[config.mk]
export PLATFORM = sky130hd
export DESIGN_NAME = rv32_mc_ctrl
export DESIGN_NICKNAME = d
export VERILOG_FILES = /design/src/rtl/rv32_pkg.sv /design/src/rtl/rv32_opclass.sv /design/src/rtl/rv32_mc_ctrl.sv
export SDC_FILE = /design/constraint.sdc
export NUM_CORES = 1
export LEC_CHECK = 0
export ABC_AREA = 1
export CAP_MARGIN = 20
export CORE_MARGIN = 5
export CORE_UTILIZATION = 42
export CTS_CLUSTER_DIAMETER = 120
export DETAILED_ROUTE_END_ITERATION = 7
export HOLD_SLACK_MARGIN = 0.02
export PLACE_DENSITY_LB_ADDON = 0.12
export SLEW_MARGIN = 20
export SYNTH_ARGS = -nofsm -noshare
export SYNTH_HDL_FRONTEND = slang
export SYNTH_SLANG_ARGS = --single-unit
[constraint.sdc]
create_clock -name clk -period 2.13 [get_ports clk]
set_input_delay 0.213 -clock clk [delete_from_list [all_inputs] [get_ports clk]]
set_output_delay 0.213 -clock clk [all_outputs]
set_load 0.02 [all_outputs]
[src/rtl/rv32_pkg.sv]
`default_nettype none
// ============================================================================
//  Module      : rv32_pkg
//  Description : Shared RV32 opcode, state and control-field encodings used by
//                the multi-cycle controller and the immediate generator.
//  Revision    : 1.0 - initial release
// ============================================================================
package rv32_pkg;

   // Major opcodes (IR[6:0])
   localparam logic [6:0] OP_LUI    = 7'b0110111;
   localparam logic [6:0] OP_AUIPC  = 7'b0010111;
   localparam logic [6:0] OP_JAL    = 7'b1101111;
   localparam logic [6:0] OP_JALR   = 7'b1100111;
   localparam logic [6:0] OP_BRANCH = 7'b1100011;
   localparam logic [6:0] OP_LOAD   = 7'b0000011;
   localparam logic [6:0] OP_STORE  = 7'b0100011;
   localparam logic [6:0] OP_ALU_I  = 7'b0010011;
   localparam logic [6:0] OP_ALU_R  = 7'b0110011;
   localparam logic [6:0] OP_FENCE  = 7'b0001111;
   localparam logic [6:0] OP_SYSTEM = 7'b1110011;

   // Controller state encoding (visible on the debug state port)
   typedef enum logic [2:0] {
      ST_FETCH  = 3'd0,
      ST_DECODE = 3'd1,
      ST_EXEC   = 3'd2,
      ST_MEM    = 3'd3,
      ST_WB     = 3'd4,
      ST_HALT   = 3'd5
   } state_t;

   // Next-PC source
   localparam logic [1:0] PC_SRC_PLUS4 = 2'b00;
   localparam logic [1:0] PC_SRC_IMM   = 2'b01;
   localparam logic [1:0] PC_SRC_ALU   = 2'b10;

   // Register-file write-back source
   localparam logic [1:0] WB_ALU = 2'b00;
   localparam logic [1:0] WB_MEM = 2'b01;
   localparam logic [1:0] WB_PC4 = 2'b10;

   // ALU operand A source
   localparam logic [1:0] ALU_A_RS1  = 2'b00;
   localparam logic [1:0] ALU_A_PC   = 2'b01;
   localparam logic [1:0] ALU_A_ZERO = 2'b10;

   // ALU operation class
   localparam logic [1:0] ALU_OP_ADD   = 2'b00;
   localparam logic [1:0] ALU_OP_CMP   = 2'b01;
   localparam logic [1:0] ALU_OP_FUNCT = 2'b10;

   // One-hot instruction class produced by the opcode decoder
   typedef struct packed {
      logic alu_i;
      logic alu_r;
      logic load;
      logic store;
      logic branch;
      logic jal;
      logic jalr;
      logic lui;
      logic auipc;
      logic fence;
      logic system;
      logic illegal;
   } opclass_t;

endpackage : rv32_pkg
`default_nettype wire

[src/rtl/rv32_opclass.sv]
`default_nettype none
// ============================================================================
//  Module      : rv32_opclass
//  Description : Combinational opcode -> one-hot instruction class decoder.
//                Any opcode not in the supported set flags illegal.
//  Revision    : 1.0 - initial release
// ============================================================================
module rv32_opclass
   import rv32_pkg::*;
(
   input  logic [6:0] i_opcode,
   output opclass_t   o_cls
);

   // Classify the major opcode; exactly one class bit is set
   always_comb begin
      o_cls = '0;
      case (i_opcode)
         OP_ALU_I  : o_cls.alu_i  = 1'b1;
         OP_ALU_R  : o_cls.alu_r  = 1'b1;
         OP_LOAD   : o_cls.load   = 1'b1;
         OP_STORE  : o_cls.store  = 1'b1;
         OP_BRANCH : o_cls.branch = 1'b1;
         OP_JAL    : o_cls.jal    = 1'b1;
         OP_JALR   : o_cls.jalr   = 1'b1;
         OP_LUI    : o_cls.lui    = 1'b1;
         OP_AUIPC  : o_cls.auipc  = 1'b1;
         OP_FENCE  : o_cls.fence  = 1'b1;
         OP_SYSTEM : o_cls.system = 1'b1;
         default   : o_cls.illegal = 1'b1;
      endcase
   end

endmodule : rv32_opclass
`default_nettype wire

[src/rtl/rv32_mc_ctrl.sv]
`default_nettype none
// ============================================================================
//  Module      : rv32_mc_ctrl
//  Description : Multi-cycle RV32 control FSM (FETCH/DECODE/EXEC/MEM/WB/HALT).
//                Drives the shared memory port, IR/PC enables, ALU muxes and
//                register-file write; keeps instret and halt/illegal status.
//  Revision    : 1.0 - initial release
// ============================================================================
module rv32_mc_ctrl
   import rv32_pkg::*;
(
   input  logic        clk,
   input  logic        rst,
   input  logic [6:0]  i_ir_opcode,
   input  logic        i_branch_taken,
   input  logic        i_mem_ack,
   output logic        o_mem_req,
   output logic        o_mem_we,
   output logic        o_mem_addr_sel,
   output logic        o_ir_we,
   output logic        o_pc_we,
   output logic [1:0]  o_pc_src,
   output logic [1:0]  o_alu_a_sel,
   output logic        o_alu_b_sel,
   output logic [1:0]  o_alu_op,
   output logic        o_rf_we,
   output logic [1:0]  o_wb_sel,
   output logic        o_halted,
   output logic        o_illegal,
   output logic [31:0] o_instret,
   output logic [2:0]  o_state
);

   state_t      r_state;
   state_t      w_next;
   logic [31:0] r_instret;
   logic        r_halted;
   logic        r_illegal;
   opclass_t    w_cls;
   logic        w_retire;
   logic        w_enter_halt;
   logic        w_halt_illegal;

   rv32_opclass u_opclass (
      .i_opcode (i_ir_opcode),
      .o_cls    (w_cls)
   );

   // State, retire counter and sticky halt status
   always_ff @(posedge clk) begin
      if (rst) begin
         r_state   <= ST_FETCH;
         r_instret <= 32'd0;
         r_halted  <= 1'b0;
         r_illegal <= 1'b0;
      end else begin
         r_state <= w_next;
         if (w_retire) begin
            r_instret <= r_instret + 32'd1;
         end
         if (w_enter_halt) begin
            r_halted  <= 1'b1;
            r_illegal <= w_halt_illegal;
         end
      end
   end

   // Next-state and control decode from state plus opcode class
   always_comb begin
      w_next         = r_state;
      w_retire       = 1'b0;
      w_enter_halt   = 1'b0;
      w_halt_illegal = 1'b0;
      o_mem_req      = 1'b0;
      o_mem_we       = 1'b0;
      o_mem_addr_sel = 1'b0;
      o_ir_we        = 1'b0;
      o_pc_we        = 1'b0;
      o_pc_src       = PC_SRC_PLUS4;
      o_alu_a_sel    = ALU_A_RS1;
      o_alu_b_sel    = 1'b0;
      o_alu_op       = ALU_OP_ADD;
      o_rf_we        = 1'b0;
      o_wb_sel       = WB_ALU;
      if (!rst) begin
         case (r_state)
            ST_FETCH: begin
               o_mem_req = 1'b1;
               if (i_mem_ack) begin
                  o_ir_we = 1'b1;
                  w_next  = ST_DECODE;
               end
            end
            ST_DECODE: begin
               if (w_cls.fence) begin
                  w_retire = 1'b1;
               end else if (w_cls.system) begin
                  w_enter_halt = 1'b1;
               end else if (w_cls.illegal) begin
                  w_enter_halt   = 1'b1;
                  w_halt_illegal = 1'b1;
               end else begin
                  w_next = ST_EXEC;
               end
            end
            ST_EXEC: begin
               if (w_cls.lui) begin
                  o_alu_a_sel = ALU_A_ZERO;
                  o_alu_b_sel = 1'b1;
               end else if (w_cls.auipc) begin
                  o_alu_a_sel = ALU_A_PC;
                  o_alu_b_sel = 1'b1;
               end else if (w_cls.alu_i) begin
                  o_alu_b_sel = 1'b1;
                  o_alu_op    = ALU_OP_FUNCT;
               end else if (w_cls.alu_r) begin
                  o_alu_op    = ALU_OP_FUNCT;
               end else if (w_cls.load || w_cls.store || w_cls.jalr) begin
                  o_alu_b_sel = 1'b1;
               end else if (w_cls.branch) begin
                  o_alu_op    = ALU_OP_CMP;
               end
               if (w_cls.branch) begin
                  w_retire = 1'b1;
                  o_pc_src = i_branch_taken ? PC_SRC_IMM : PC_SRC_PLUS4;
               end else if (w_cls.load || w_cls.store) begin
                  w_next = ST_MEM;
               end else begin
                  w_next = ST_WB;
               end
            end
            ST_MEM: begin
               o_mem_req      = 1'b1;
               o_mem_addr_sel = 1'b1;
               o_mem_we       = w_cls.store;
               if (i_mem_ack) begin
                  if (w_cls.store) begin
                     w_retire = 1'b1;
                  end else begin
                     w_next = ST_WB;
                  end
               end
            end
            ST_WB: begin
               o_rf_we  = 1'b1;
               w_retire = 1'b1;
               if (w_cls.load) begin
                  o_wb_sel = WB_MEM;
               end else if (w_cls.jal || w_cls.jalr) begin
                  o_wb_sel = WB_PC4;
               end
               if (w_cls.jal) begin
                  o_pc_src = PC_SRC_IMM;
               end else if (w_cls.jalr) begin
                  o_pc_src = PC_SRC_ALU;
               end
            end
            ST_HALT: begin
               w_next = ST_HALT;
            end
            default: begin
               w_next = ST_FETCH;
            end
         endcase
         // Retire always updates the PC and returns to FETCH
         if (w_retire) begin
            o_pc_we = 1'b1;
            w_next  = ST_FETCH;
         end
         if (w_enter_halt) begin
            w_next = ST_HALT;
         end
      end
   end

   // Status outputs, forced to 0 during reset
   always_comb begin
      o_halted  = rst ? 1'b0  : r_halted;
      o_illegal = rst ? 1'b0  : r_illegal;
      o_instret = rst ? 32'd0 : r_instret;
      o_state   = rst ? 3'd0  : r_state;
   end

endmodule : rv32_mc_ctrl
`default_nettype wire

==> flow_summary.toml <==
[cts]
clk_pin_slew_worst_paths_ns = 0.07
h-tree-depth = 2
clock_latency_ns = 0.30
cts_buffers = 5
ctsLongestPathBuffers = 2
clock-sinks = 37
ctsHoldBuffers = 0
cts_tree = "built"
post-cts-setup-buffer-count = 0
cts_root_buffer = "clkbuf_8"

[route]
wirelength_met1_um = 3990
drtIter0Drc = 314
route.met2.wl_um = 4170
met3WireLength_um = 572
via_per_inst = 4.86
drt_first_pass_iters = 7
topRoutingLayerUsed = "met4"
vias = 3506
routed_wl_um = 8890
final_antenna_net_count = 0
drc = 0
wl_per_cell_um = 12.3

[yosys]
syn_area_mm2 = 0.00307
yosysSeqAreaShare_pct = 24.2
syn_area_per_cell_um2 = 5.70
yosys_warnings = 0
synthDistinctLibCells = 32
syn-num-nets = 550
synth-seq-cells = 37
syn_inst = 538

[job]
drv_cap = 0

[setup_path]
path_depth = 9
end_kind = "output port"
cp.required_ns = 1.92
worstPathCellList = "clkdlybuf4s50_1, inv_1, nand2_1, nor2_2, buf_4, nand2_1, buf_4, and3_1, clkdlybuf4s15_1"
r2r_cells = 11
cp-start-kind = "input pin"
crit_buf_inv = 5
worstPathMaxFanout = 8
cpPeakStageDelay_ns = 0.46
cp.arrival_ns = 1.79
crit_type = "input pin to output port"
cp_slowest_cell = "clkdlybuf4s50_1"
crit_family = "buffers and inverters"

[outcome]
outcome = "finished clean"

[cells_and_area]
diodes = 0
drive_gt1_share_pct = 14.5
fin_cells = 721
syn2layout_area_growth_pct = 31.6
fin_nets = 633
postLayoutCoreUtil_pct = 56.2
fillers = 768

[timing]
relSlewSlack_pct = 70.5
tightest_slew_ns = 0.443
rsz0062_at_grt = "false"
fmax_mhz = 498
slew_violations = 0
setup_tns_ns = 0
min_period_ns = 2.01
setup_viol = 0
hold_viol_final = 0
period_share_pct = 94.3
fin_skew_ns = 0.0154

[place]
dp_hpwl_um = 6780
portBuffers = 62
place_inst = 713
place.gp.congestion = 0.892

[worst_hold_path]
hp-class = "input pin to flop"
min_path_cells = 3

[floorplan]
initial_core_util_pct = 42.7
pin_count = 63
die_area_mm2 = 0.00911
num_rows = 31
die_x_um = 95.5
core_mm2 = 0.00718
dieHeight_um = 95.5

[power]
p_per_area_mw_per_mm2 = 591
finalPower_mw = 2.38
leakagePower_nw = 1.61
max-vdd-ir-drop_v = 0.000324

[grt]
grt_start_max_net_pins = 66
antenna_found_initial = 0
grt_usage_pct = 20.8
grt_first_pass_wirelength_um = 15100
grt_pass1_vias = 3357
overflow = 0
timing repair:
item | CTS | global route
hold endpoints to repair | 0 | 0
pin swaps | 0 | 1
gates cloned | 0 | 0
resized for setup | 14 | 11
endpoints found under the setup margin | 11 | 6
worst min-delay path, cell delays in order:
cell and delay [ns]:
buf_2 0.13, buf_12 0.19, nor2_1 0.12
cells by family after synthesis:
| logic type | synth area share, % |
|---|---|
| adder cells (fa/ha/maj) | 0.408 |
| AND/OR/NAND/NOR | 54.5 |
| buffers and inverters | 11.2 |
| flip-flops | 24.2 |
| XOR/XNOR | 1.43 |
| AO/OA/AOI/OAI | 8.32 |
report_power, final:
part           switching (mW)  total (mW)  leakage [nW]  internal [mW]
logic                   0.598       0.931          1.25          0.333
clock network           0.272       0.654        0.0585          0.382
registers              0.0582       0.799         0.299          0.740
total                   0.928        2.38          1.61           1.46
synthesized netlist by cell type:
cell | instances | area share [%]
a21boi_0 | 1 | 0.24
a21oi_1 | 13 | 2.1
a21oi_2 | 14 | 4.0
a41oi_1 | 1 | 0.29
and3_1 | 1 | 0.20
buf_1 | 4 | 0.49
buf_12 | 1 | 0.65
buf_2 | 1 | 0.16
buf_6 | 1 | 0.37
buf_8 | 2 | 0.98
clkbuf_1 | 4 | 0.49
clkbuf_4 | 1 | 0.24
clkinv_1 | 1 | 0.12
dfxtp_1 | 37 | 24
ha_1 | 1 | 0.41
inv_1 | 56 | 6.9
inv_2 | 7 | 0.86
nand2_1 | 177 | 22
nand2_2 | 1 | 0.20
nand2_8 | 2 | 1.3
nand3_1 | 39 | 6.4
nand3_2 | 17 | 5.5
nand4_1 | 1 | 0.20
nor2_1 | 127 | 16
nor2_2 | 4 | 0.82
nor2_4 | 2 | 0.73
nor3_1 | 5 | 0.82
nor3_4 | 2 | 1.1
o21ai_0 | 7 | 1.1
o21ai_1 | 2 | 0.33
o22ai_1 | 1 | 0.20
xor2_1 | 5 | 1.4
placed cells by master (no fill, tap or decap), types with 2 or more instances in the layout:
master,count
a21oi_1,13
a21oi_2,14
buf_4,27
clkbuf_2,3
clkbuf_8,6
clkdlybuf4s50_1,48
dfxtp_1,37
dlygate4sd2_1,7
dlymetal6s2s_1,2
inv_1,56
inv_2,7
nand2_1,177
nand2_8,2
nand3_1,39
nand3_2,17
nor2_1,126
nor2_2,4
nor2_4,3
nor3_1,4
nor3_4,2
o21ai_0,7
o21ai_1,2
xor2_1,5
routing by layer:
metal,global-route usage [%],vias up
met1,26.5,1557
met4,6.04,0
met3,3.79,15
met5,0,-
li1,-,1823
met2,35.7,111
worst paths after layout:
path / slack, ns / to / from
worst min-delay path: 0.40 / r_instret[10]$_SDFFE_PP0P_ / rst
worst max-delay path: 0.12 / o_wb_sel[1] / i_ir_opcode[2]
worst min register to register: 0.50 / r_instret[31]$_SDFFE_PP0P_ / r_instret[31]$_SDFFE_PP0P_
worst max register to register: 0.28 / r_instret[5]$_SDFFE_PP0P_ / r_state[0]$_SDFFE_PP0P_
final cells by class:
cell class              count  area, um2  area share, %
repair buffers             90        820           20.3
well taps                  99        124           3.07
multi-input cells         423       1990           49.4
flip-flops and latches     37        741           18.4
clock inverters             1       30.0          0.744
inverters                  64        240           5.95
clock buffers               7       86.3           2.14
through the flow:
stage / setup slack [ns] / area, um2 / hold WS, ns
global placement: -0.274 / 3930 / 0.474
detailed placement: -0.302 / 3930 / 0.487
CTS: 0.0109 / 4040 / 0.413
global route: 0.00654 / 4040 / 0.436
finish: 0.122 / 4040 / 0.400
floorplan: 0.282 / 3070 / 0.393
state kept, by name (all words and copies together) (netlist names):
register,flops
r_illegal,1
r_halted,1
r_instret,32
r_state,3
Note: power is estimated with default switching activity, not from simulation.
